### config.mk
export PLATFORM = sky130hd
export DESIGN_NAME = alu_32bit_optimized
export DESIGN_NICKNAME = d
export VERILOG_FILES = /design/src/rtl/alu_pkg.sv /design/src/rtl/alu_operand_gate.sv /design/src/rtl/alu_32bit_optimized.sv
export SDC_FILE = /design/constraint.sdc
export NUM_CORES = 2
export LEC_CHECK = 0
export ABC_AREA = 1
export BUFFER_PORTS_ARGS = -buffer_cell sky130_fd_sc_hd__buf_2
export CORE_ASPECT_RATIO = 1.75
export CORE_UTILIZATION = 54
export CTS_CLUSTER_SIZE = 12
export DETAILED_ROUTE_END_ITERATION = 7
export PLACE_DENSITY = 0.84
export SLEW_MARGIN = 20
export SYNTH_ARGS = -nofsm -noshare
export SYNTH_HDL_FRONTEND = slang
export SYNTH_SLANG_ARGS = --single-unit
### constraint.sdc
create_clock -name clk -period 0.8 [get_ports clk]
set_input_delay 0 -clock clk [delete_from_list [all_inputs] [get_ports clk]]
set_output_delay 0 -clock clk [all_outputs]
set_load 0.05 [all_outputs]
### src/rtl/alu_pkg.sv
// alu_pkg: shared width and opcode encodings for the 32-bit ALU
package alu_pkg;
  localparam int ALU_W = 32;
  typedef enum logic [3:0] {
    OP_ADD   = 4'h0,
    OP_SUB   = 4'h1,
    OP_MUL   = 4'h2,
    OP_SLL   = 4'h3,
    OP_SRL   = 4'h4,
    OP_SRA   = 4'h5,
    OP_XOR   = 4'h6,
    OP_AND   = 4'h7,
    OP_OR    = 4'h8,
    OP_NOR   = 4'h9,
    OP_NOT   = 4'hA,
    OP_SLT   = 4'hB,
    OP_SLTU  = 4'hC,
    OP_PASSA = 4'hD,
    OP_PASSB = 4'hE,
    OP_CLR   = 4'hF
  } alu_op_e;
endpackage

### src/rtl/alu_operand_gate.sv
// alu_operand_gate: forces a functional unit's operands to zero unless it is selected
module alu_operand_gate
  import alu_pkg::*;
#(
  parameter int WB = ALU_W
) (
  input  logic             i_sel,
  input  logic [ALU_W-1:0] i_a,
  input  logic [WB-1:0]    i_b,
  output logic [ALU_W-1:0] o_a,
  output logic [WB-1:0]    o_b
);
  assign o_a = i_a & {ALU_W{i_sel}};
  assign o_b = i_b & {WB{i_sel}};
endmodule

### src/rtl/alu_32bit_optimized.sv
// alu_32bit_optimized: registered 32-bit ALU with per-unit operand isolation and enable-gated outputs
module alu_32bit_optimized
  import alu_pkg::*;
(
  input  logic             clk,
  input  logic             rst_n,
  input  logic [ALU_W-1:0] A,
  input  logic [ALU_W-1:0] B,
  input  logic [3:0]       opcode,
  input  logic             enable,
  output logic [ALU_W-1:0] result,
  output logic             carry_out,
  output logic             zero_flag
);
  alu_op_e w_op;
  logic w_sel_add, w_sel_mul, w_sel_sh, w_sel_log, w_sub, w_slt, w_cy;
  logic [ALU_W-1:0] w_add_a, w_add_b, w_add_bx, w_mul_a, w_mul_b, w_sh_a, w_log_a, w_log_b, w_res;
  logic [4:0] w_sh_b;
  logic [ALU_W:0] w_sum;
  logic [2*ALU_W-1:0] w_prod;
  logic [ALU_W-1:0] r_result;
  logic r_carry, r_zero;
  assign w_op      = alu_op_e'(opcode);
  assign w_sel_add = enable & (w_op inside {OP_ADD, OP_SUB, OP_SLT, OP_SLTU});
  assign w_sel_mul = enable & (w_op == OP_MUL);
  assign w_sel_sh  = enable & (w_op inside {OP_SLL, OP_SRL, OP_SRA});
  assign w_sel_log = enable & (w_op inside {OP_XOR, OP_AND, OP_OR, OP_NOR, OP_NOT, OP_PASSA, OP_PASSB});
  assign w_sub     = w_sel_add & (w_op != OP_ADD);
  alu_operand_gate u_gate_add (.i_sel(w_sel_add), .i_a(A), .i_b(B), .o_a(w_add_a), .o_b(w_add_b));
  alu_operand_gate u_gate_mul (.i_sel(w_sel_mul), .i_a(A), .i_b(B), .o_a(w_mul_a), .o_b(w_mul_b));
  alu_operand_gate #(.WB(5)) u_gate_sh (.i_sel(w_sel_sh), .i_a(A), .i_b(B[4:0]), .o_a(w_sh_a), .o_b(w_sh_b));
  alu_operand_gate u_gate_log (.i_sel(w_sel_log), .i_a(A), .i_b(B), .o_a(w_log_a), .o_b(w_log_b));
  // Subtraction and both compares reuse the adder as A + ~B + 1; carry out means no borrow
  assign w_add_bx = w_sub ? ~w_add_b : w_add_b;
  assign w_sum    = {1'b0, w_add_a} + {1'b0, w_add_bx} + {{ALU_W{1'b0}}, w_sub};
  assign w_slt    = (w_add_a[ALU_W-1] ^ w_add_b[ALU_W-1]) ? w_add_a[ALU_W-1] : w_sum[ALU_W-1];
  assign w_prod   = {{ALU_W{1'b0}}, w_mul_a} * {{ALU_W{1'b0}}, w_mul_b};
  always_comb begin
    w_res = '0;
    w_cy  = 1'b0;
    case (w_op)
      OP_ADD, OP_SUB: {w_cy, w_res} = w_sum;
      OP_MUL:   begin w_res = w_prod[ALU_W-1:0]; w_cy = |w_prod[2*ALU_W-1:ALU_W]; end
      OP_SLL:   w_res = w_sh_a << w_sh_b;
      OP_SRL:   w_res = w_sh_a >> w_sh_b;
      OP_SRA:   w_res = $signed(w_sh_a) >>> w_sh_b;
      OP_XOR:   w_res = w_log_a ^ w_log_b;
      OP_AND:   w_res = w_log_a & w_log_b;
      OP_OR:    w_res = w_log_a | w_log_b;
      OP_NOR:   w_res = ~(w_log_a | w_log_b);
      OP_NOT:   w_res = ~w_log_a;
      OP_SLT:   w_res = {{(ALU_W-1){1'b0}}, w_slt};
      OP_SLTU:  w_res = {{(ALU_W-1){1'b0}}, ~w_sum[ALU_W]};
      OP_PASSA: w_res = w_log_a;
      OP_PASSB: w_res = w_log_b;
      default:  w_res = '0;
    endcase
  end
  always_ff @(posedge clk or negedge rst_n) begin
    if (!rst_n) begin
      r_result <= '0;
      r_carry  <= 1'b0;
      r_zero   <= 1'b1;
    end else if (enable) begin
      r_result <= w_res;
      r_carry  <= w_cy;
      r_zero   <= (w_res == '0);
    end
  end
  assign result    = r_result;
  assign carry_out = r_carry;
  assign zero_flag = r_zero;
endmodule

==> results_dict.tcl, run 1 <==
set metrics [dict create \
    outcome "aborted with a tool error" \
    lastStage "5_1_grt" \
    tool.error "[ERROR GRT-0116] Global routing finished with congestion. Check the congestion regions in the DRC Viewer." \
    post_synth.cell_area_avg_um2 7.19 \
    synth.area.mux_share_pct 0.0260 \
    gp_congestion 1.17 \
    synth_area_mm2 0.0434 \
    synth-edff-count 0 \
    fp-row-count 137 \
    netlist-cell-type-count 48 \
    grt_pass1_wl_mm 427 \
    dp_hpwl_mm 197 \
    ios 105 \
    yosysWarningCount 0 \
    cts_root_buffer "clkbuf_16" \
    synth_top_cell_area_share_pct 41.4 \
    die_y_um 377 \
    synth_top_family_by_area "adder cells" \
    clk_path_buf_depth 2 \
    grt_usage_pct 71.2 \
    synth_fa_ha_area_share_pct 51.7 \
    ys.flop_type "dfrtp_1" \
    synthesis.nets 7360 \
    htree_num_levels 2 \
    synth_compound_area_share_pct 6.61 \
    grt.overflow.total 384 \
    synthSimpleGateAreaFrac_pct 26.1 \
    ys_async_sr_fraction_pct 100 \
    start_util_pct 54.5 \
    syn_inst 6034 \
    cts_buffers 5 \
    synth_xor_area_share_pct 1.33 \
    ys_seq_elements 34 \
    yosys.cell_count.top_type "nand2_1" \
    clock-sinks 34 \
    grt_max_degree 48 \
    port_buffers 104 \
    yosys-top-cells-count "1,127 x nand2_1, 1,091 x inv_1, 1,076 x nor2_1, 897 x fa_1, 435 x nand3_1" \
    yosysSeqAreaShare_pct 1.96 \
    grt_pass1_vias 60493 \
    synth_top_cell_by_area "fa_1" \
    synthTopCellsByArea "fa_1 41%, ha_1 10%, nand2_1 9.8%" \
    die_w_um 216 \
]
==> cells by family after synthesis <==
kind of cell	count (synthesis)
simple gates	2779
buf+inv	1398
fa+ha+maj	1255
compound gates	501
xor+xnor	66
flops	34
mux	1
==> per-layer routing <==
layer	track usage (%)	GRT overflow
met1	69.0	1
met2	95.0	232
met3	48.1	2
met4	76.0	148
met5	10.8	1
==> repair_timing <==
action                                  4_1_cts
pin swaps                                    82
hold buffers                                  1
resized for setup                           469
buffers inserted                             43
endpoints found under the setup margin       68
endpoints found under the hold margin        34
cloned                                        3
==> per-stage QoR <==
step / setup WS, ps / utilization [%] / cell area, µm² / hold WS [ps] / instances
after floorplan: -6200 / - / 44300 / -296 / 6034
after global placement: -7560 / 69.7 / 55400 / -31.0 / 8215
after detailed placement: -7590 / 69.7 / 55400 / -29.6 / 8215
after CTS: -6900 / 72.7 / 57800 / 197 / 8264
==> inputs of run 2 (changes only) <==
--- a/config.mk
+++ b/config.mk
@@ -7,11 +7,9 @@
 export LEC_CHECK = 0
 export ABC_AREA = 1
 export BUFFER_PORTS_ARGS = -buffer_cell sky130_fd_sc_hd__buf_2
-export CORE_ASPECT_RATIO = 1.75
-export CORE_UTILIZATION = 54
-export CTS_CLUSTER_SIZE = 12
+export CORE_UTILIZATION = 39
 export DETAILED_ROUTE_END_ITERATION = 7
-export PLACE_DENSITY = 0.84
+export PLACE_DENSITY_LB_ADDON = 0.15
 export SLEW_MARGIN = 20
 export SYNTH_ARGS = -nofsm -noshare
 export SYNTH_HDL_FRONTEND = slang
==> constraint.sdc (replaced) <==
create_clock -name clk -period 1 [get_ports clk]
set_input_delay 0 -clock clk [delete_from_list [all_inputs] [get_ports clk]]
set_output_delay 0 -clock clk [all_outputs]
set_load 0.05 [all_outputs]
==> run 2 against run 1 <==
  * The flow now finishes, with violations (setup timing)
  * Synthesized area unchanged
  * Synthesized cell count is the same
==> results_dict.tcl, run 2 <==
set metrics [dict create \
    fmax_mhz 131 \
    ir_drop_mv 0.862 \
    synth-edff-count 0 \
    power_density_mw_per_mm2 305 \
    dp_hpwl_mm 179 \
    final_cell_mix "1,150 x buf_4, 1,044 x nand2_1, 1,008 x inv_1" \
    clk_path_buf_depth 2 \
    drive_gt1_share_pct 29.9 \
    end_kind "flop" \
    power_switching_mw 9.90 \
    ys.flop_type "dfrtp_1" \
    wl_per_cell_um 24.0 \
    seqCellArea_um2 853 \
    hold_violations 0 \
    crit_family "adder cells" \
    post_synth.cell_area_avg_um2 7.19 \
    outcome "complete, but fails checks" \
    final_common_cell "buf_4" \
    clkPwrFrac_pct 10.4 \
    max_cap_violations 0 \
    netlist-cell-type-count 48 \
    crit_required_ps 1200 \
    yosys.cell_count.top_type "nand2_1" \
    failed_checks "setup timing" \
    slew_headroom_pct 36.6 \
    grt_pass1_wl_mm 307 \
    crit_type "in2reg" \
    rsz0062_at_grt "yes" \
    die_w_um 335 \
    syn2layout_area_growth_pct 38.4 \
    clkLatencyLatePin_ps 300 \
    period_needed_ps 7640 \
    synthTopCellsByArea "fa_1 41%, ha_1 10%, nand2_1 9.8%" \
    cpPeakStageDelay_ps 570 \
    worst_path_max_delay_cell "fa_1" \
    multi_input_area_mm2 0.0408 \
    grt.overflow.total 0 \
    wirelength_mm 208 \
    grt_pass1_vias 46906 \
    hold_class "in2async" \
    ios 105 \
    cp.arrival_ps 7840 \
    cts_buffers 5 \
    grt_usage_pct 37.3 \
    drc 0 \
    dr.pass1.iters 8 \
    fp-row-count 121 \
    port_buffers 104 \
    fin_util_pct 54.8 \
    yosysWarningCount 0 \
    ys_seq_elements 34 \
    largest_register_ffs 32 \
    final_net_count 8533 \
    finalNonFillerCells 8692 \
    gp_congestion 1.04 \
    dp_cells 8535 \
    yosysSeqAreaShare_pct 1.96 \
    path_buf_inv 13 \
    fill_cells 10614 \
    p_sw_share_pct 54.1 \
    synth_area_mm2 0.0434 \
    ys_async_sr_fraction_pct 100 \
    finalMaxSlewViolations 0 \
    routed_via_density 5.39 \
    p_leak_nw 28.1 \
    synth_top_cell_area_share_pct 41.4 \
    path_common_cell "fa_1" \
    finalSetupViolCount 35 \
    seq_power_share_pct 8.9 \
    cts_root_buffer "clkbuf_16" \
    yosys-top-cells-count "1,127 x nand2_1, 1,091 x inv_1, 1,076 x nor2_1, 897 x fa_1, 435 x nand3_1" \
    skew_ps 0 \
    syn_inst 6034 \
    finalWorstSetupSlack_ps -6640 \
    synthesis.nets 7360 \
    clkSlewWorstSetupHoldPaths_ps 80 \
    ant_nets 0 \
    start_util_pct 39.6 \
    combinationalPowerShare_pct 80.7 \
    vias 46853 \
    coreArea_mm2 0.110 \
    htree_num_levels 2 \
    crit_path_start_kind "input pin" \
    tritoncts "yes" \
    drt_iter0_drc 5117 \
    dieArea_mm2 0.113 \
    path_max_fanout 7 \
    synth_top_cell_by_area "fa_1" \
    worstMarginPinSlew_ps 941 \
    clock-sinks 34 \
    die_y_um 335 \
    fin_crit_sh_pct 764 \
    grt_antenna_before_repair 10 \
    grt_max_degree 51 \
    internal-power_mw 8.40 \
]
run 2: cell counts after synthesis:
Identical to the previous run, type by type.
run 2: cell type report:
| cell class | count | share of cell area, % |
|---|---|---|
| antenna | 8 | 0.0333 |
| timing repair buffer | 1438 | 19.9 |
| clock inverter | 3 | 0.0750 |
| inverter | 1125 | 7.26 |
| sequential | 34 | 1.42 |
| tap | 1476 | 3.08 |
| multi-input combinational | 4602 | 68.0 |
| clock buffer | 5 | 0.208 |
| timing repair inverter | 1 | 0.0271 |
run 2: final timing paths:
| kind | slack [ps] | depth (start not counted) | from | to |
|---|---|---|---|---|
| worst max-delay path | -6640 | 37 | opcode[0] | result[25] |
| worst min-delay path | 120 | 2 | rst_n | result[0] |
| worst max register to register | 30 | 3 | carry_out | carry_out |
| worst min register to register | 470 | 2 | result[22] | result[22] |
| max in group asynchronous | 370 | 3 | rst_n | zero_flag |
| min in group clk | 360 | 5 | enable | zero_flag |
run 2: metal layers:
layer / up-vias / part of all wire (%) / global-route usage (%)
met4: 8 / 5.4 / 15.6
met3: 460 / 10 / 6.74
li1: 20784 / - / -
met2: 2302 / 43 / 56.4
met5: - / 0.027 / 0
met1: 23299 / 42 / 52.1
run 2: stage by stage:
step / cell area [µm²] / setup slack, ps / hold WS (ps) / TNS (ps) / power [mW]
3_5_place_dp: 55000 / -7580 / -108 / -209170 / 14.5
2_1_floorplan: 44300 / -6000 / -296 / -159620 / 7.88
3_3_place_gp: 55000 / -7670 / -109 / -209430 / 14.5
6_report: 60000 / -6640 / 123 / -187190 / 18.3
5_1_grt: 60000 / -6880 / 144 / -192350 / 19.1
4_1_cts: 58400 / -6480 / 115 / -179110 / 17.4
run 2: worst reg2reg max path: cells and delay by family, from the launching register on:
kind,cells,cell delay [ps]
compound gates,1,200
buf+inv,1,160
flops,1,460
simple gates,1,50
run 2: power groups by stage:
stage / clock network [mW] / registers [mW] / logic, mW
4_1_cts: 1.92 / 1.63 / 13.9
6_report: 1.91 / 1.63 / 14.8
2_1_floorplan: 0 / 2.24 / 5.64
5_1_grt: 1.96 / 1.65 / 15.5
3_3_place_gp: 0 / 1.65 / 12.9
3_5_place_dp: 0 / 1.66 / 12.9
run 2: repair_timing:
action / in CTS / in global routing
gates resized for setup: 636 / 316
endpoints found under the hold margin: 33 / 0
pin swaps: 248 / 234
gates cloned: 3 / 0
hold buffers: 1 / 0
endpoints found under the setup margin: 36 / 36
setup buffers: 107 / 63
run 2: cell families after synthesis:
family | after synthesis | share of synthesized area (%)
muxes | 1 | 0.0260
DFF | 34 | 1.96
buffers and inverters | 1398 | 12.2
xor gates and xnor gates | 66 | 1.33
and+or+nand+nor | 2779 | 26.1
AOI/OAI and AO/OA | 501 | 6.61
adders and majority gates | 1255 | 51.7
Power figures use the tool's default switching activity.
